===== src/rtl/reg_file_pair_sequencer.sv =====
// reg_file_pair_sequencer
// Request/response engine between the control unit and the dual-port (Rd/Rr)
// general register file. It handles single-register reads and writes, 16-bit
// register-pair reads, and an atomic pair read-modify-write with a signed delta.
// Optional build macro: RF_SPLIT_PAIR_WRITE_EN. When it is defined, the pair
// write goes through the rd port in two cycles (low byte, then high byte), so
// the Rr port can be read-only.
module reg_file_pair_sequencer #(
    parameter int DATA_WIDTH   = 8,
    parameter int R_ADDR_WIDTH = 5,
    parameter int DELTA_WIDTH  = 6
) (
    input  logic                          clk,
    input  logic                          reset,
    input  logic                          req_valid,
    output logic                          req_ready,
    input  logic [1:0]                    req_op,
    input  logic [R_ADDR_WIDTH-1:0]       req_addr_a,
    input  logic [R_ADDR_WIDTH-1:0]       req_addr_b,
    input  logic [DATA_WIDTH-1:0]         req_wdata,
    input  logic signed [DELTA_WIDTH-1:0] req_delta,
    input  logic                          req_pre,
    output logic                          resp_valid,
    output logic [2*DATA_WIDTH-1:0]       resp_data,
    output logic [R_ADDR_WIDTH-1:0]       rd_addr,
    output logic [R_ADDR_WIDTH-1:0]       rr_addr,
    output logic                          rd_cs,
    output logic                          rr_cs,
    output logic                          rd_we,
    output logic                          rr_we,
    output logic                          rd_oe,
    output logic                          rr_oe,
    output logic [DATA_WIDTH-1:0]         rd_wdata,
    output logic [DATA_WIDTH-1:0]         rr_wdata,
    input  logic [DATA_WIDTH-1:0]         rd_rdata,
    input  logic [DATA_WIDTH-1:0]         rr_rdata
);

    localparam int PAIR_WIDTH = 2 * DATA_WIDTH;

    localparam logic [1:0] OP_READ2       = 2'b00;
    localparam logic [1:0] OP_WRITE1      = 2'b01;
    localparam logic [1:0] OP_READ_PAIR   = 2'b10;
    localparam logic [1:0] OP_UPDATE_PAIR = 2'b11;

    // S_WRITE_HI is only entered when the pair write is split across two cycles.
    typedef enum logic [2:0] {
        S_IDLE,
        S_READ,
        S_CAPT,
        S_WRITE,
        S_WRITE_HI,
        S_RESP
    } state_t;

    state_t state, state_nxt;

    // Request fields captured on the accept edge.
    logic [1:0]                    op_q;
    logic [R_ADDR_WIDTH-1:0]       addr_a_q;
    logic [R_ADDR_WIDTH-1:0]       addr_b_q;
    logic [DATA_WIDTH-1:0]         wdata_q;
    logic signed [DELTA_WIDTH-1:0] delta_q;
    logic                          pre_q;

    // Updated pair value and the response word.
    logic [PAIR_WIDTH-1:0]         upd_q;
    logic [PAIR_WIDTH-1:0]         resp_q;

    logic                          accept;
    logic                          is_pair;
    logic [R_ADDR_WIDTH-1:0]       pair_lo;
    logic [R_ADDR_WIDTH-1:0]       pair_hi;
    logic [PAIR_WIDTH-1:0]         rdata_pair;
    logic [PAIR_WIDTH-1:0]         rdata_upd;

    // Adds a sign-extended delta to the pair. The result wraps modulo 2^PAIR_WIDTH.
    function automatic logic [PAIR_WIDTH-1:0] pair_add(
        input logic [PAIR_WIDTH-1:0]         base,
        input logic signed [DELTA_WIDTH-1:0] delta
    );
        logic signed [PAIR_WIDTH-1:0] delta_ext;
        delta_ext = {{(PAIR_WIDTH-DELTA_WIDTH){delta[DELTA_WIDTH-1]}}, delta};
        return base + delta_ext;
    endfunction

    assign req_ready  = reset & (state == S_IDLE);
    assign accept     = req_valid & req_ready;
    assign resp_valid = reset & (state == S_RESP);
    assign resp_data  = resp_q;

    // Pair ops ignore bit 0 of the base address: the low byte is at the even
    // address and the high byte is at the odd address.
    assign is_pair    = op_q[1];
    assign pair_lo    = {addr_a_q[R_ADDR_WIDTH-1:1], 1'b0};
    assign pair_hi    = {addr_a_q[R_ADDR_WIDTH-1:1], 1'b1};
    assign rdata_pair = {rr_rdata, rd_rdata};
    assign rdata_upd  = pair_add(rdata_pair, delta_q);

    // State register, request capture, and read-data latching in CAPT.
    always_ff @(posedge clk) begin
        if (!reset) begin
            state    <= S_IDLE;
            op_q     <= '0;
            addr_a_q <= '0;
            addr_b_q <= '0;
            wdata_q  <= '0;
            delta_q  <= '0;
            pre_q    <= 1'b0;
            upd_q    <= '0;
            resp_q   <= '0;
        end else begin
            state <= state_nxt;
            if (accept) begin
                op_q     <= req_op;
                addr_a_q <= req_addr_a;
                addr_b_q <= req_addr_b;
                wdata_q  <= req_wdata;
                delta_q  <= req_delta;
                pre_q    <= req_pre;
            end
            if (state == S_CAPT) begin
                upd_q  <= rdata_upd;
                resp_q <= (op_q == OP_UPDATE_PAIR && pre_q) ? rdata_upd : rdata_pair;
            end
        end
    end

    // Next state and register-file strobes. While reset is low, all strobes
    // are held at 0 so an aborted operation issues nothing.
    always_comb begin
        state_nxt = state;
        rd_addr   = '0;
        rr_addr   = '0;
        rd_cs     = 1'b0;
        rr_cs     = 1'b0;
        rd_we     = 1'b0;
        rr_we     = 1'b0;
        rd_oe     = 1'b0;
        rr_oe     = 1'b0;
        rd_wdata  = '0;
        rr_wdata  = '0;

        case (state)
            S_IDLE: begin
                if (accept) begin
                    state_nxt = (req_op == OP_WRITE1) ? S_WRITE : S_READ;
                end
            end
            S_READ: begin
                rd_cs     = 1'b1;
                rr_cs     = 1'b1;
                rd_oe     = 1'b1;
                rr_oe     = 1'b1;
                rd_addr   = is_pair ? pair_lo : addr_a_q;
                rr_addr   = is_pair ? pair_hi : addr_b_q;
                state_nxt = S_CAPT;
            end
            S_CAPT: begin
                state_nxt = (op_q == OP_UPDATE_PAIR) ? S_WRITE : S_RESP;
            end
            S_WRITE: begin
                rd_cs = 1'b1;
                rd_we = 1'b1;
                if (op_q == OP_WRITE1) begin
                    rd_addr   = addr_a_q;
                    rd_wdata  = wdata_q;
                    state_nxt = S_IDLE;
                end else begin
                    rd_addr  = pair_lo;
                    rd_wdata = upd_q[DATA_WIDTH-1:0];
`ifdef RF_SPLIT_PAIR_WRITE_EN
                    state_nxt = S_WRITE_HI;
`else
                    rr_cs     = 1'b1;
                    rr_we     = 1'b1;
                    rr_addr   = pair_hi;
                    rr_wdata  = upd_q[PAIR_WIDTH-1:DATA_WIDTH];
                    state_nxt = S_RESP;
`endif
                end
            end
            S_WRITE_HI: begin
                rd_cs     = 1'b1;
                rd_we     = 1'b1;
                rd_addr   = pair_hi;
                rd_wdata  = upd_q[PAIR_WIDTH-1:DATA_WIDTH];
                state_nxt = S_RESP;
            end
            S_RESP: begin
                state_nxt = S_IDLE;
            end
            default: begin
                state_nxt = S_IDLE;
            end
        endcase

        if (!reset) begin
            state_nxt = S_IDLE;
            rd_addr   = '0;
            rr_addr   = '0;
            rd_cs     = 1'b0;
            rr_cs     = 1'b0;
            rd_we     = 1'b0;
            rr_we     = 1'b0;
            rd_oe     = 1'b0;
            rr_oe     = 1'b0;
            rd_wdata  = '0;
            rr_wdata  = '0;
        end
    end

endmodule


===== config.mk =====
export PLATFORM = sky130hd
export DESIGN_NAME = reg_file_pair_sequencer
export DESIGN_NICKNAME = d
export VERILOG_FILES = /design/src/rtl/reg_file_pair_sequencer.sv
export SDC_FILE = /design/constraint.sdc
export NUM_CORES = 1
export LEC_CHECK = 0
export BUFFER_PORTS_ARGS = -buffer_cell sky130_fd_sc_hd__buf_2
export CAP_MARGIN = 20
export CORE_MARGIN = 2
export CORE_UTILIZATION = 50
export DETAILED_ROUTE_END_ITERATION = 7
export GPL_ROUTABILITY_DRIVEN = 0
export HOLD_SLACK_MARGIN = 0.02
export PLACE_DENSITY = 0.77
export SKIP_CTS_REPAIR_TIMING = 1
export SYNTH_ARGS = -nofsm -noshare
export SYNTH_HDL_FRONTEND = slang
export SYNTH_SLANG_ARGS = --single-unit

===== constraint.sdc =====
create_clock -name clk -period 4.8 [get_ports clk]
set_clock_uncertainty 0.2 [all_clocks]
set_input_delay 0.48 -clock clk [delete_from_list [all_inputs] [get_ports clk]]
set_output_delay 0.48 -clock clk [all_outputs]
set_load 0.01 [all_outputs]

==> impl_metrics.csv, run 1 <==
group,metric,value,unit
route,drtAntennaViolNets,0,
clocking,clk_pin_slew_worst_paths,0.08,ns
route,routedWlPerCell,14.7,um
global_route,grt_pass1_wl,15300,um
synth,ys_ff_latch,62,
clocking,cts_tree,"yes",
route,drtIter0Drc,217,
placement,hpwl,6930,um
worst_setup_path,critPathArrivalTime,2.17,ns
worst_setup_path,crit_type,"register to primary output",
run_status,outcome,"finished clean",
clocking,cts_buffer_depth,2,
cells_and_area,final_cell_mix,"nand2_1 (117), buf_2 (95), dfxtp_1 (62), nand3_1 (50), a21oi_1 (41)",
route,vias,3647,
synth,syn_inst,473,
clocking,clkSinkCount,62,
cells_and_area,multi_input_area,2100,um2
sta,post-route-min-period,2.85,ns
floorplanning,die_h,87.5,um
global_route,antenna_found_initial,0,
clocking,cts-root-buf,"clkbuf_8",
sta,rsz0062_at_grt,"no",
pwr,cellPowerDensity,473,nW/um2
route,drtPass1Iterations,5,
route,viasPerCell,5.70,
worst_setup_path,critPathMaxFanout,10,
sta,worstMarginPinSlew,0.916,ns
cells_and_area,n_fill_cell,615,
sta,maxSlewViolCount,0,
run,cap_violations,0,
floorplanning,rows,30,
synth,syn_area_per_cell,7.36,um2
synth,synth_edf_count,0,
synth,async_flop_share,0,%
placement,numPortBuffers,95,
cells_and_area,final_nets,617,
synth,syn_area,3480,um2
global_route,track_usage,25.1,%
sta,hold_ws,0.110,ns
placement,dp_slack,1.97,ns
cells_and_area,seq_area,1240,um2
global_route,overflow,0,
cells_and_area,final_util,61.7,%
sta,setup_ws,1.95,ns
cells_and_area,antenna_cells,0,
synth,synth_seq_area_share,35.6,%
global_route,grt_max_degree,67,
floorplanning,core-area,6760,um2
pwr,power_leakage,1.97,nW
clocking,numCtsBuffers,9,
synth,ys.warnings.count,0,
floorplanning,io_pins,96,
floorplanning,die_w,87.5,um
route,drcViolationCount,0,
sta,relSlewSlack,38.9,%
worst_setup_path,required,4.12,ns
sta,setup-violations-final,0,
worst_hold_path,hold_class,"primary input to register",
sta,fmax,350,MHz
clocking,htree_levels,3,
cells_and_area,drive_gt1_share,23.0,%
pwr,peakVddDrop,0.224,mV
synth,synth_fp_nets,535,
clocking,clock_latency,0.34,ns
worst_setup_path,cp-start-kind,"register",
sta,post-route-period-util,59.5,%
worst_setup_path,crit_path_end_kind,"primary output",
floorplanning,initial_core_util,51.5,%
synth,yosysUniqueCellTypes,46,
route,routed_wl,9430,um
cells_and_area,layout_commonest_cell,"nand2_1",
global_route,grt_pass1_vias,3421,
pwr,total_power,1.97,mW
cells_and_area,syn2layout_area_growth,19.8,%
synth,synthFlopType,"dfxtp_1",
sta,tns,0,ns
sta,hold_viol,0,
floorplanning,die_area,7650,um2
==> cell usage after synthesis, types with 7 or more instances <==
| cell | count | area (um2) |
|---|---|---|
| clkbuf_1 | 15 | 56.3 |
| a21oi_1 | 41 | 205 |
| nand2_1 | 117 | 439 |
| xnor2_1 | 7 | 61.3 |
| o21ai_1 | 15 | 75.1 |
| nand3_1 | 50 | 250 |
| o21ai_0 | 7 | 35.0 |
| nor2_1 | 39 | 146 |
| xor2_1 | 8 | 70.1 |
| and2_1 | 15 | 93.8 |
| dfxtp_1 | 62 | 1240 |
| ha_1 | 15 | 188 |
| buf_2 | 8 | 40.0 |
==> cells by family (layout without fill, tap and decap cells) <==
family	after synthesis	after routing	share of synthesized area (%)
simple gates	235	235	29.4
fa+ha+maj	16	16	5.96
xor+xnor	15	15	3.77
buf+inv	33	120	3.95
compound gates	112	112	21.3
flops	62	62	35.6
==> path summary, 6_finish.rpt <==
kind	from	endpoint	slack, ns	cells after the start
worst max register to register	delta_q[5]	resp_data[13]	2.15	7
worst min register to register	upd_q[7]	upd_q[7]	0.26	2
worst max-delay path	state[0]	rr_wdata[4]	1.95	6
worst min-delay path	req_wdata[1]	wdata_q[1]	0.11	3
==> report_power, final <==
group / switching [mW] / leakage, nW / internal, mW / total, mW
Combinational: 0.468 / 1.36 / 0.277 / 0.744
Clock: 0.231 / 0.0980 / 0.246 / 0.477
Sequential: 0.112 / 0.507 / 0.639 / 0.751
Total: 0.810 / 1.97 / 1.16 / 1.97
==> metrics by stage <==
step | instance area (um2) | instances
after floorplan | 3480 | 473
after global placement | 3970 | 624
after detailed placement | 3970 | 624
after CTS | 4170 | 640
after global routing | 4170 | 640
final | 4170 | 640
==> state kept, by name (all words and copies together) (netlist names) <==
signal and cells:
resp_data 16, upd_q 16, wdata_q 8, delta_q 6, addr_a_q 5, addr_b_q 5
state 3, op_q 2, pre_q 1
==> cell type report <==
cell class                 count  area share, %
clock buffer                   9           2.97
clock inverter                 7           1.98
inverter                       6          0.540
multi-input combinational    378           50.4
sequential                    62           29.8
tap                           80           2.40
timing repair buffer          98           11.9
==> critical path, stage by stage (launching register included) <==
cell     delay (ns)
dfxtp_1        0.47
inv_2          0.11
nor2_2         0.19
nand2_1        0.24
nor2_1         0.49
and2_1         0.20
buf_2          0.13
==> metal layers <==
layer  track usage [%]  part of all wire (%)
met5                 0                     0
met4              10.6                   1.7
met3              3.89                   6.7
met2              41.5                    47
met1              32.5                    45
No activity file was read; power rests on OpenSTA's default activity.
==> run 2: changes to the inputs <==
==> constraint.sdc (replaced) <==
create_clock -name clk -period 2.9 [get_ports clk]
set_clock_uncertainty 0.2 [all_clocks]
set_input_delay 0.29 -clock clk [delete_from_list [all_inputs] [get_ports clk]]
set_output_delay 0.29 -clock clk [all_outputs]
set_load 0.01 [all_outputs]
==> run 2 against run 1 <==
Effect of this change:
- clock-buffer cell count up 3
- worst hold slack worse by 0.097 ns
- cell count up 4.2%
- sequential power up 65%
- highest routed layer unchanged
==> impl_metrics.csv, run 2 (same netlist as run 1, synthesis figures left out) <==
group,metric,value,unit
run_status,outcome,"finished clean",
cells_and_area,final_cell_mix,"nand2_1 (117), buf_2 (95), dfxtp_1 (62), nand3_1 (50), a21oi_1 (41)",
sta,hold_ws,0.0134,ns
sta,setup-violations-final,0,
route,drtPass1Iterations,5,
worst_setup_path,critPathArrivalTime,2.17,ns
route,drtIter0Drc,325,
clocking,numCtsBuffers,9,
clocking,cts-root-buf,"clkbuf_8",
sta,post-route-min-period,2.66,ns
run,cap_violations,0,
route,drcViolationCount,0,
sta,relSlewSlack,36.2,%
placement,dp_slack,0.229,ns
cells_and_area,drive_gt1_share,22.0,%
clocking,clkSinkCount,62,
clocking,clock_latency,0.35,ns
sta,worstMarginPinSlew,0.955,ns
sta,maxSlewViolCount,0,
pwr,swShare,39.5,%
pwr,sequentialPowerShare,37.6,%
cells_and_area,syn2layout_area_growth,27.9,%
placement,place_inst,627,
pwr,pwr-share-comb,38.8,%
worst_setup_path,critPathMaxFanout,10,
pwr,power.internal,2.00,mW
floorplanning,core-area,6760,um2
cells_and_area,layout_commonest_cell,"nand2_1",
clocking,clk_pin_slew_worst_paths,0.07,ns
sta,fmax,376,MHz
floorplanning,die_h,87.5,um
clocking,cts_buffer_depth,2,
worst_hold_path,hold_class,"primary input to register",
cells_and_area,instances_no_fill,667,
sta,setup_ws,0.243,ns
global_route,grt_max_degree,66,
clocking,htree_levels,3,
floorplanning,rows,30,
placement,numPortBuffers,95,
clocking,cts_tree,"yes",
pwr,power_leakage,2.10,nW
sta,rsz0062_at_grt,"no",
worst_setup_path,crit_path_end_kind,"primary output",
cells_and_area,final_nets,647,
route,viasPerCell,5.67,
global_route,track_usage,25.4,%
cells_and_area,antenna_cells,0,
pwr,clockPowerShare,23.7,%
global_route,antenna_found_initial,0,
floorplanning,die_w,87.5,um
worst_setup_path,cp-start-kind,"register",
sta,hold_viol,0,
sta,post-route-period-util,91.6,%
floorplanning,initial_core_util,51.5,%
route,drtAntennaViolNets,0,
placement,hpwl,6900,um
floorplanning,die_area,7650,um2
sta,tns,0,ns
worst_setup_path,required,2.41,ns
route,routed_wl,10000,um
global_route,overflow,0,
worst_setup_path,crit_type,"register to primary output",
global_route,grt_pass1_wl,15300,um
pwr,cellPowerDensity,743,nW/um2
pwr,peakVddDrop,0.393,mV
pwr,p_sw,1.31,mW
floorplanning,io_pins,96,
route,routedWlPerCell,15.1,um
global_route,grt_pass1_vias,3314,
route,vias,3780,
run 2: cell count changes in the layout (fill, tap and decap cells not counted):
cell,before,now
inv_6,1,0
inv_8,1,0
clkinvlp_4,2,0
clkinv_4,2,0
buf_4,3,6
clkbuf_8,9,12
dlygate4sd3_1,0,27
run 2: power groups by stage:
stage	clock network (mW)	registers, mW	logic (mW)
2_1_floorplan	0	1.21	0.914
3_3_place_gp	0	1.25	1.20
3_5_place_dp	0	1.25	1.23
4_1_cts	0.785	1.24	1.24
5_1_grt	0.822	1.27	1.42
6_report	0.782	1.24	1.28
run 2: final cells by class:
cell class / instances / area (um2)
Tap cell: 80 / 100
Sequential cell: 62 / 1240
Multi-Input combinational cell: 378 / 2100
Timing Repair Buffer: 128 / 791
Fill cell: 594 / 2300
Clock inverter: 1 / 30.0
Clock buffer: 12 / 165
Inverter: 6 / 22.5
run 2: critical path: stages (launching register included):
cell	delay [ns]
dfxtp_1	0.45
inv_2	0.11
nor2_2	0.20
nand2_1	0.25
nor2_1	0.48
and2_1	0.20
buf_2	0.13
run 2: worst paths after layout:
path,start,endpoint,slack (ns),cells past startpoint
min,rd_rdata[7],resp_data[7],0.01,3
min reg2reg,addr_b_q[0],addr_b_q[0],0.25,2
max reg2reg,delta_q[0],resp_data[12],0.30,8
max,state[0],rr_wdata[3],0.24,6
run 2: through the flow:
stage	power [mW]	util, %	cell area (um2)
global placement	2.45	59.0	3990
CTS	3.26	61.9	4180
finish	3.31	65.9	4450
floorplan	2.12	-	3480
detailed placement	2.48	59.0	3990
global route	3.51	65.9	4450
run 2: routing by layer:
layer | up-vias | track usage [%] | part of all wire [%]
li1 | 1855 | - | -
met1 | 1747 | 34.1 | 44
met2 | 158 | 41.0 | 47
met3 | 20 | 5.02 | 6.6
met4 | 0 | 8.39 | 1.9
met5 | - | 0 | 0
